$ cat src/rtl/alu_arbiter.sv
// rtl/alu_arbiter.sv - two-port round-robin arbiter sharing one registered ALU
//
// Purpose:
//   Shares a single ALU datapath between two requesters (port 0 and port 1).
//   In IDLE a requesting port wins arbitration. Its op and operands are captured
//   into op_q/a_q/b_q, and the FSM moves to EXEC. At the next edge the ALU output
//   is registered, done is pulsed to the owner, and the FSM returns to IDLE.
//   Peak throughput is one operation every two cycles.
//
// Configuration macro:
//   ALU_ARB_FIXED_PRIO_EN - when defined, port 0 always wins contention and
//                           no last_q register exists. When undefined
//                           (default), arbitration is round-robin.
//
// Ports:
//   clk, rst           clock; asynchronous active-high reset
//   req0/op0/a0/b0     port 0 request, ALUOp, operands
//   req1/op1/a1/b1     port 1 request, ALUOp, operands
//   gnt0/gnt1          one-cycle pulse: operands of that port were captured
//   done0/done1        one-cycle pulse: result/c_out/zero valid for that port
//   result             registered ALU result (W bits)
//   c_out              registered carry (ADD/SUB only, else 0)
//   zero               registered result == 0
//   busy               high while the FSM is in EXEC

// ALUOp: 0 MOV(a) 1 NOT(a) 2 ADD 3 SUB 4 OR 5 AND 6 zero 7 SLT(signed)
module alu #(
  parameter int W = 32
) (
  input  logic [2:0]   op,
  input  logic [W-1:0] a,
  input  logic [W-1:0] b,
  output logic [W-1:0] result,
  output logic         c_out
);

  logic [W:0] sum;
  logic [W:0] diff;

  // SUB is computed as a + ~b + 1, so its carry is the "no borrow" flag.
  assign sum  = {1'b0, a} + {1'b0, b};
  assign diff = {1'b0, a} + {1'b0, ~b} + {{W{1'b0}}, 1'b1};

  always_comb begin
    result = '0;
    c_out  = 1'b0;
    case (op)
      3'd0: result = a;
      3'd1: result = ~a;
      3'd2: begin
        result = sum[W-1:0];
        c_out  = sum[W];
      end
      3'd3: begin
        result = diff[W-1:0];
        c_out  = diff[W];
      end
      3'd4: result = a | b;
      3'd5: result = a & b;
      3'd6: result = '0;
      3'd7: result = {{(W-1){1'b0}}, ($signed(a) < $signed(b))};
      default: result = '0;
    endcase
  end

endmodule

module alu_arbiter #(
  parameter int W = 32
) (
  input  logic         clk,
  input  logic         rst,
  input  logic         req0,
  input  logic [2:0]   op0,
  input  logic [W-1:0] a0,
  input  logic [W-1:0] b0,
  input  logic         req1,
  input  logic [2:0]   op1,
  input  logic [W-1:0] a1,
  input  logic [W-1:0] b1,
  output logic         gnt0,
  output logic         gnt1,
  output logic         done0,
  output logic         done1,
  output logic [W-1:0] result,
  output logic         c_out,
  output logic         zero,
  output logic         busy
);

  typedef enum logic {
    IDLE = 1'b0,
    EXEC = 1'b1
  } state_t;

  state_t       state;
  logic [2:0]   op_q;
  logic [W-1:0] a_q;
  logic [W-1:0] b_q;
  logic         owner_q;   // 0: port 0 owns the operation in flight, 1: port 1
  logic         pick1;     // port 1 wins if a capture happens this edge

  logic [W-1:0] alu_result;
  logic         alu_c_out;

  // The ALU sees only the captured registers, never the port inputs.
  alu #(.W(W)) u_alu (
    .op     (op_q),
    .a      (a_q),
    .b      (b_q),
    .result (alu_result),
    .c_out  (alu_c_out)
  );

`ifdef ALU_ARB_FIXED_PRIO_EN
  // Port 0 always wins contention. Port 1 may starve.
  assign pick1 = req1 & ~req0;
`else
  logic last_q;  // most recent winner. Reset to 1 so port 0 wins the first tie.

  // With contention, the port that did not win last time is chosen.
  assign pick1 = req1 & (~req0 | ~last_q);

  always_ff @(posedge clk or posedge rst) begin
    if (rst) begin
      last_q <= 1'b1;
    end else if (state == IDLE && (req0 || req1)) begin
      last_q <= pick1;
    end
  end
`endif

  always_ff @(posedge clk or posedge rst) begin
    if (rst) begin
      state   <= IDLE;
      op_q    <= '0;
      a_q     <= '0;
      b_q     <= '0;
      owner_q <= 1'b0;
      gnt0    <= 1'b0;
      gnt1    <= 1'b0;
      done0   <= 1'b0;
      done1   <= 1'b0;
      busy    <= 1'b0;
      result  <= '0;
      c_out   <= 1'b0;
      zero    <= 1'b0;
    end else begin
      // All handshake outputs are single-cycle pulses.
      gnt0  <= 1'b0;
      gnt1  <= 1'b0;
      done0 <= 1'b0;
      done1 <= 1'b0;
      case (state)
        IDLE: begin
          if (req0 || req1) begin
            op_q    <= pick1 ? op1 : op0;
            a_q     <= pick1 ? a1  : a0;
            b_q     <= pick1 ? b1  : b0;
            owner_q <= pick1;
            gnt0    <= ~pick1;
            gnt1    <= pick1;
            busy    <= 1'b1;
            state   <= EXEC;
          end
        end
        EXEC: begin
          result <= alu_result;
          c_out  <= alu_c_out;
          zero   <= (alu_result == '0);
          done0  <= ~owner_q;
          done1  <= owner_q;
          busy   <= 1'b0;
          state  <= IDLE;
        end
        default: begin
          busy  <= 1'b0;
          state <= IDLE;
        end
      endcase
    end
  end

endmodule

$ cat config.mk
export PLATFORM = sky130hd
export DESIGN_NAME = alu_arbiter
export DESIGN_NICKNAME = d
export VERILOG_FILES = /design/src/rtl/alu_arbiter.sv
export SDC_FILE = /design/constraint.sdc
export NUM_CORES = 1
export LEC_CHECK = 0
export CORE_MARGIN = 3
export CORE_UTILIZATION = 50
export DETAILED_ROUTE_END_ITERATION = 7
export GPL_TIMING_DRIVEN = 0
export PLACE_DENSITY = 0.86
export SLEW_MARGIN = 10
export SYNTH_ARGS = -nofsm -noshare
export SYNTH_HDL_FRONTEND = slang
export SYNTH_SLANG_ARGS = --single-unit
$ cat constraint.sdc
create_clock -name clk -period 3.6 [get_ports clk]
set_clock_uncertainty 0.1 [all_clocks]
set_input_delay 0.54 -clock clk [delete_from_list [all_inputs] [get_ports clk]]
set_output_delay 0.54 -clock clk [all_outputs]
set_load 0.02 [all_outputs]
# == Word level (Yosys, flattened, before mapping) ==
# Index checks and enable logic that the tools add are counted.
# totals
out_inout_bits,39
input_bits,138
regBits,109
latchBits,0
mem_count,0
mem_bits_ro,0
ram_bits,0
elab_cells,57
# classes
addsub,3
shift,0
bitwise,11
mux,15
n_mul,0
div_mod_pow,0
reduce_logical,5
n_eq_ne,8
n_lt_le_gt_ge,1
# ops
op,n
32-bit one-hot mux with 8 select lines,1
32-bit by 32-bit adder with 33-bit output,2
32-bit two-way mux,2
32-bit NOT,2
33-bit by 1-bit adder with 33-bit output (second input constant),1
32-bit bitwise AND,1
32-bit zero test,1
32-bit < comparator,1
32-bit OR,1
3-bit == test (second input constant),4
1-bit two-way mux,8
3-bit by 2-bit == test with 1-bit output (second input constant),2
1-bit one-hot mux with 2 select lines,3
1-bit NOT,5
3-bit by 1-bit == test with 1-bit output (second input constant),1
3-bit zero test,1
3-bit two-way mux,1
2-bit by 1-bit inequality test with 1-bit output (second input constant),1
2-bit AND reduction,1
1-bit bitwise AND,1
1-bit logical AND,1
1-bit logical OR,1
1-bit OR,1

# == Logic depth before layout (Yosys ltp) ==
# logic_depth
depth_word,6
ltp_mapped,14
ltp_nobuf,14

# == Cells and area by module ==
# A second synthesis with hierarchy kept.
# unflattened
cells_unflattened,1245
hier_area_um2,10138.5
# modules_own_cells
mod,instances,seq_area_each_um2,cells_each,area_per_inst_um2
alu,1,0.0,850,5461.5
alu_arbiter,1,2728.9,395,4677.0

# == Worst setup path after synthesis ==
# No wires, ideal clock.
# synth_path
kind,reg-to-reg
from,register a_q[0]
to,register zero
slack_ps,406
n_path_buf,0
path_stages_with_launch,15
period_less_slack_ps,3194
setup_time_ps,95
arrival_ps,2999
t_required_ps,3405
cell_sequence,dfrtp_1 inv_1 ha_1 fa_1 nor2_1 o221ai_1 a21boi_1 a211o_2 nand3_2 a211oi_2 o21bai_1 a311o_1 o221ai_1 nand4_1 o32ai_2
# synth_between
elab_chain_cells,4
word_cells_on_any_way,9
cone_classes,add/sub: 3; order compare: 1; mux: 1; bitwise: 3; reduce/logical: 1
# synth_rtl
item,line_no,source
start: declaration,98,logic [W-1:0] a_q;
start signal: assignment,158,a_q <= pick1 ? a1 : a0;
32-bit by 32-bit adder with 33-bit output,42,"assign diff = {1'b0, a} + {1'b0, ~b} + {{W{1'b0}}, 1'b1};"
33-bit by 1-bit adder with 33-bit output,42,
32-bit one-hot mux with 8 select lines *,47,case (op)
32-bit zero test *,170,zero <= (alu_result == '0);
end signal: assignment,170,
end: declaration,87,"output logic zero,"
# Every way passes the cells marked *; elsewhere a longest branch is shown, timed or not.
# A chain may end at the register's enable or synchronous reset.

# == Final worst setup path ==
# layout_path
from,register op_q[2]
to,register zero
# layout_between
elab_chain_cells,3
word_cells_on_any_way,10
cone_classes,eq/ne: 7; mux: 1; reduce/logical: 2
# layout_rtl
item,line_no,source
start: declaration,97,logic [2:0] op_q;
start signal: assignment,157,op_q <= pick1 ? op1 : op0;
3-bit == test (tied with other cells),47,
32-bit one-hot mux with 8 select lines *,47,
32-bit zero test *,170,
# Marked as above.

==> reports/qor.csv <==
stage,metric,value,unit
run_status,run status,"complete, but fails checks",
worst_setup_path,cell mode on critical path,buf_2,
clock_tree,Root Driver,clkbuf_16,
yosys,Synth Instances,1275,
cells_and_area,diode count,0,
clock_tree,CTS tree,yes,
floorplan,core area,19800,um2
place,number of I/O port buffers,176,
timing,fin crit share,1.01,
route,post-route antenna net violation count,0,
worst_hold_path,Worst Hold Launch,owner_q$_DFFE_PP0P_,
worst_setup_path,CP required,3.77,ns
timing,RSZ-0062 raised after global routing,yes,
run,Max Cap Viol,0,
route,DRC Markers,0,
worst_hold_path,min-delay worst type,flip-flop to flip-flop,
clock_tree,"Hold-fix buffers, CTS",0,
clock_tree,total CTS buffers,9,
worst_setup_path,CP Launch Type,flip-flop,
clock_tree,clk slew on worst S/H paths,0.08,ns
floorplan,Die Area,22200,um2
yosys,Synth Flop Type,dfrtp_1,
cells_and_area,Register Area,2750,um2
clock_tree,clk sinks,109,
worst_setup_path,CP Cell Sequence,buf_2 -> nor2b_1 -> buf_2 -> buf_2 -> a21oi_1 -> o221ai_1 -> o21ai_1 -> a21oi_2 -> o2111ai_1 -> nor4_2 -> nand4_1 -> o32ai_2,
timing,f_max,275,MHz
yosys,"Net Count, Synth",1517,
yosys,Post-synth EDFFs,0,
floorplan,Die H,149,um
cells_and_area,area delta synth->final,34.8,%
grt,vias in the first global route,10888,
cells_and_area,final std cells w/o fill,1778,
yosys,part of the Yosys area used for sequential elements,0.267,
cells_and_area,Layout Cell Area excl Fill,13800,um2
floorplan,num rows,51,
place,Placed Area,12400,um2
floorplan,Starting Density,0.517,
clock_tree,htree depth,3,
power_and_ir_drop,leakage,0.00601,uW
place,Cells after DPL,1717,
cells_and_area,"Core Util, Final",0.698,
worst_hold_path,worst hold endpoint,done0$_DFF_PP0_,
run_status,failing checks,setup timing,
route,Iter 0 DRT Violations,1502,
timing,slew margin rel.,0.150,
timing,fin worst setup slack,-0.0391,ns
route,TritonRoute pass-1 iters,8,
yosys,largest area contributor in the netlist,dfrtp_1,
yosys,Syn Area/Cell,8.03,um2
worst_setup_path,Reg2Reg Setup Slack,-0.04,ns
route,met2 routed WL,18500,um
yosys,ys async rst share,1.00,
route,M1 wire length,17300,um
power_and_ir_drop,Max VDD drop,0.288,mV
timing,max-slew violation count,0,
grt,GRT overflow,0,
cells_and_area,area of the multi-input gates,7420,um2
worst_setup_path,Crit Path Category,flip-flop to flip-flop,
yosys,top cell type's share of synthesized area,0.264,
route,met3 WL post-DR,4650,um
worst_hold_path,hold path depth,1,
yosys,most frequent cell after synthesis,inv_1,
route,Routed WL,42700,um
timing,final setup fails,1,
yosys,Synthesis Warnings,0,
yosys,synthesized area,10200,um2
timing,fin crit period,3.64,ns
place,GPL Wtd Cong,0.979,
worst_setup_path,Worst path slowest cell,buf_2,
power_and_ir_drop,PD cells,691,nW/um2
grt,number of antenna violations at the first check in global routing,1,
yosys,synth unique cells,82,
timing,Hold Fails Final Rpt,0,
worst_setup_path,Max stage delay on crit path,0.45,ns
grt,GRT Util Overall,0.374,
route,Vias,11489,
timing,Worst Max-Slew Pin Slew,1.27,ns
cells_and_area,share of layout cells above drive strength 1,0.175,
clock_tree,clk_lat worst skew,0.37,ns
worst_setup_path,worst r2r src,op_q[2]$_DFFE_PP0P_,
place,Detail Placement HPWL,31700,um
route,Avg WL per Cell,24.0,um
worst_setup_path,CP Capture Type,flip-flop,
yosys,"top cells by count, synth","inv_1, a21oi_1, dfrtp_1, nor2_1, nand2_1",
grt,first-pass GRT wire length,63600,um
worst_setup_path,cell count of the worst reg-to-reg path,12,
cells_and_area,Layout Nets,1750,
cells_and_area,Filler cells,1640,
route,via density per instance,6.46,
floorplan,die extent in x,149,um
yosys,synth top area cells,"dfrtp_1, ha_1, a21oi_1, mux2i_1, o21ai_0",
yosys,Yosys reg bits,109,
worst_setup_path,worst r2r dst,zero$_DFFE_PP0P_,
worst_setup_path,worst-path maximum fanout,10,
floorplan,I/O pins,177,
route,highest metal used,met5,
clock_tree,Max clock buf depth,2,
worst_setup_path,critical path arrival,3.81,ns
grt,largest net degree at the start of global routing,72,
through the flow:
| step | setup WS, ns | hold WS [ns] | total power, uW | setup TNS [ns] |
|---|---|---|---|---|
| finish | -0.0391 | 0.358 | 9530 | -0.0391 |
| floorplan | 0.0877 | 0.311 | 5330 | 0 |
| CTS | 0.0000617 | 0.358 | 9000 | 0 |
| global placement | -1.41 | 0.340 | 7180 | -154.21 |
| global route | -0.125 | 0.387 | 10000 | -0.125 |
| detailed placement | -0.529 | 0.347 | 7260 | -4.73 |
worst max-delay path: cells and delay by family, from the launching register on:
| family | cells | cell delay [ns] |
|---|---|---|
| and+or+nand+nor | 3 | 0.82 |
| buffers and inverters | 3 | 1.18 |
| DFF | 1 | 0.37 |
| AOI/OAI and AO/OA | 6 | 1.05 |
layer usage:
metal  up-vias  track usage
met5         -            0
met1      5468        0.526
li1       5076            -
met2       784        0.560
met4         2        0.176
met3       159       0.0681
repair_timing:
| item | in CTS | in global routing |
|---|---|---|
| endpoints found under the setup margin | 7 | 10 |
| resized for setup | 144 | 59 |
| pin swaps | 49 | 27 |
| buffers inserted | 36 | 11 |
report_power, final:
| group | internal, uW | switching [uW] | total, uW |
|---|---|---|---|
| clock | 505 | 548 | 1050 |
| combinational | 2570 | 4000 | 6570 |
| sequential | 1580 | 327 | 1910 |
| total | 4660 | 4870 | 9530 |
registers in the layout (all words and copies together), names as in the netlist:
signal   count
a_q         32
b_q         32
result      32
op_q         3
busy         1
c_out        1
done0        1
done1        1
gnt0         1
gnt1         1
last_q       1
owner_q      1
state        1
zero         1
cells in the final DEF (no fill, tap or decap), types with 7 or more instances in the layout:
master,synthesis,final
clkdlybuf4s50_1,0,176
inv_1,116,111
nand2_1,103,102
nor2_1,108,100
dfrtp_1,108,91
ha_1,102,90
o21ai_0,97,89
a21oi_1,110,87
buf_4,1,52
mux2i_1,51,51
clkbuf_1,51,39
a21o_1,30,30
a222oi_1,27,27
a21oi_2,3,22
buf_2,24,21
o31ai_1,23,19
xnor2_1,17,17
dfrtp_2,0,17
a221oi_1,15,15
nand2b_1,14,14
nand3_1,16,14
nor3_1,20,13
o21a_1,13,13
a211oi_1,19,13
o211ai_1,11,11
nor2b_1,13,10
clkbuf_2,0,9
clkbuf_16,0,9
inv_2,4,8
and2_1,9,8
and3_1,8,8
nand4_1,7,7
o21ai_2,0,7
mux2_2,7,7
ha_2,0,7
layout make-up:
cell class,instances,area share
sequential,109,0.199
inverter,120,0.0330
multi-input combinational,962,0.538
timing repair buffer,224,0.155
clock inverter,6,0.00381
clock buffer,10,0.0173
tap,265,0.0240
buffer,82,0.0294
how the worst max path moves through the flow:
stage / endpoint / start / depth (start not counted)
floorplan: a_q[0]$_DFFE_PP0P_ / rst / 1
global placement: a_q[30]$_DFFE_PP0P_ / rst / 2
detailed placement: zero$_DFFE_PP0P_ / a_q[10]$_DFFE_PP0P_ / 14
CTS: zero$_DFFE_PP0P_ / a_q[6]$_DFFE_PP0P_ / 14
global route: zero$_DFFE_PP0P_ / b_q[13]$_DFFE_PP0P_ / 15
finish: zero$_DFFE_PP0P_ / op_q[2]$_DFFE_PP0P_ / 12
cells by family (layout without fill, tap and decap cells):
family | Yosys count | after routing | synth area share
multiplexers | 58 | 58 | 0.0576
buffers and inverters | 204 | 442 | 0.0789
AND/OR/NAND/NOR | 333 | 333 | 0.151
adder cells (fa/ha/maj) | 104 | 104 | 0.129
AO/OA/AOI/OAI | 446 | 446 | 0.299
XOR/XNOR | 21 | 21 | 0.0180
flip-flops | 109 | 109 | 0.267
Note: power is estimated with default switching activity, not from simulation.
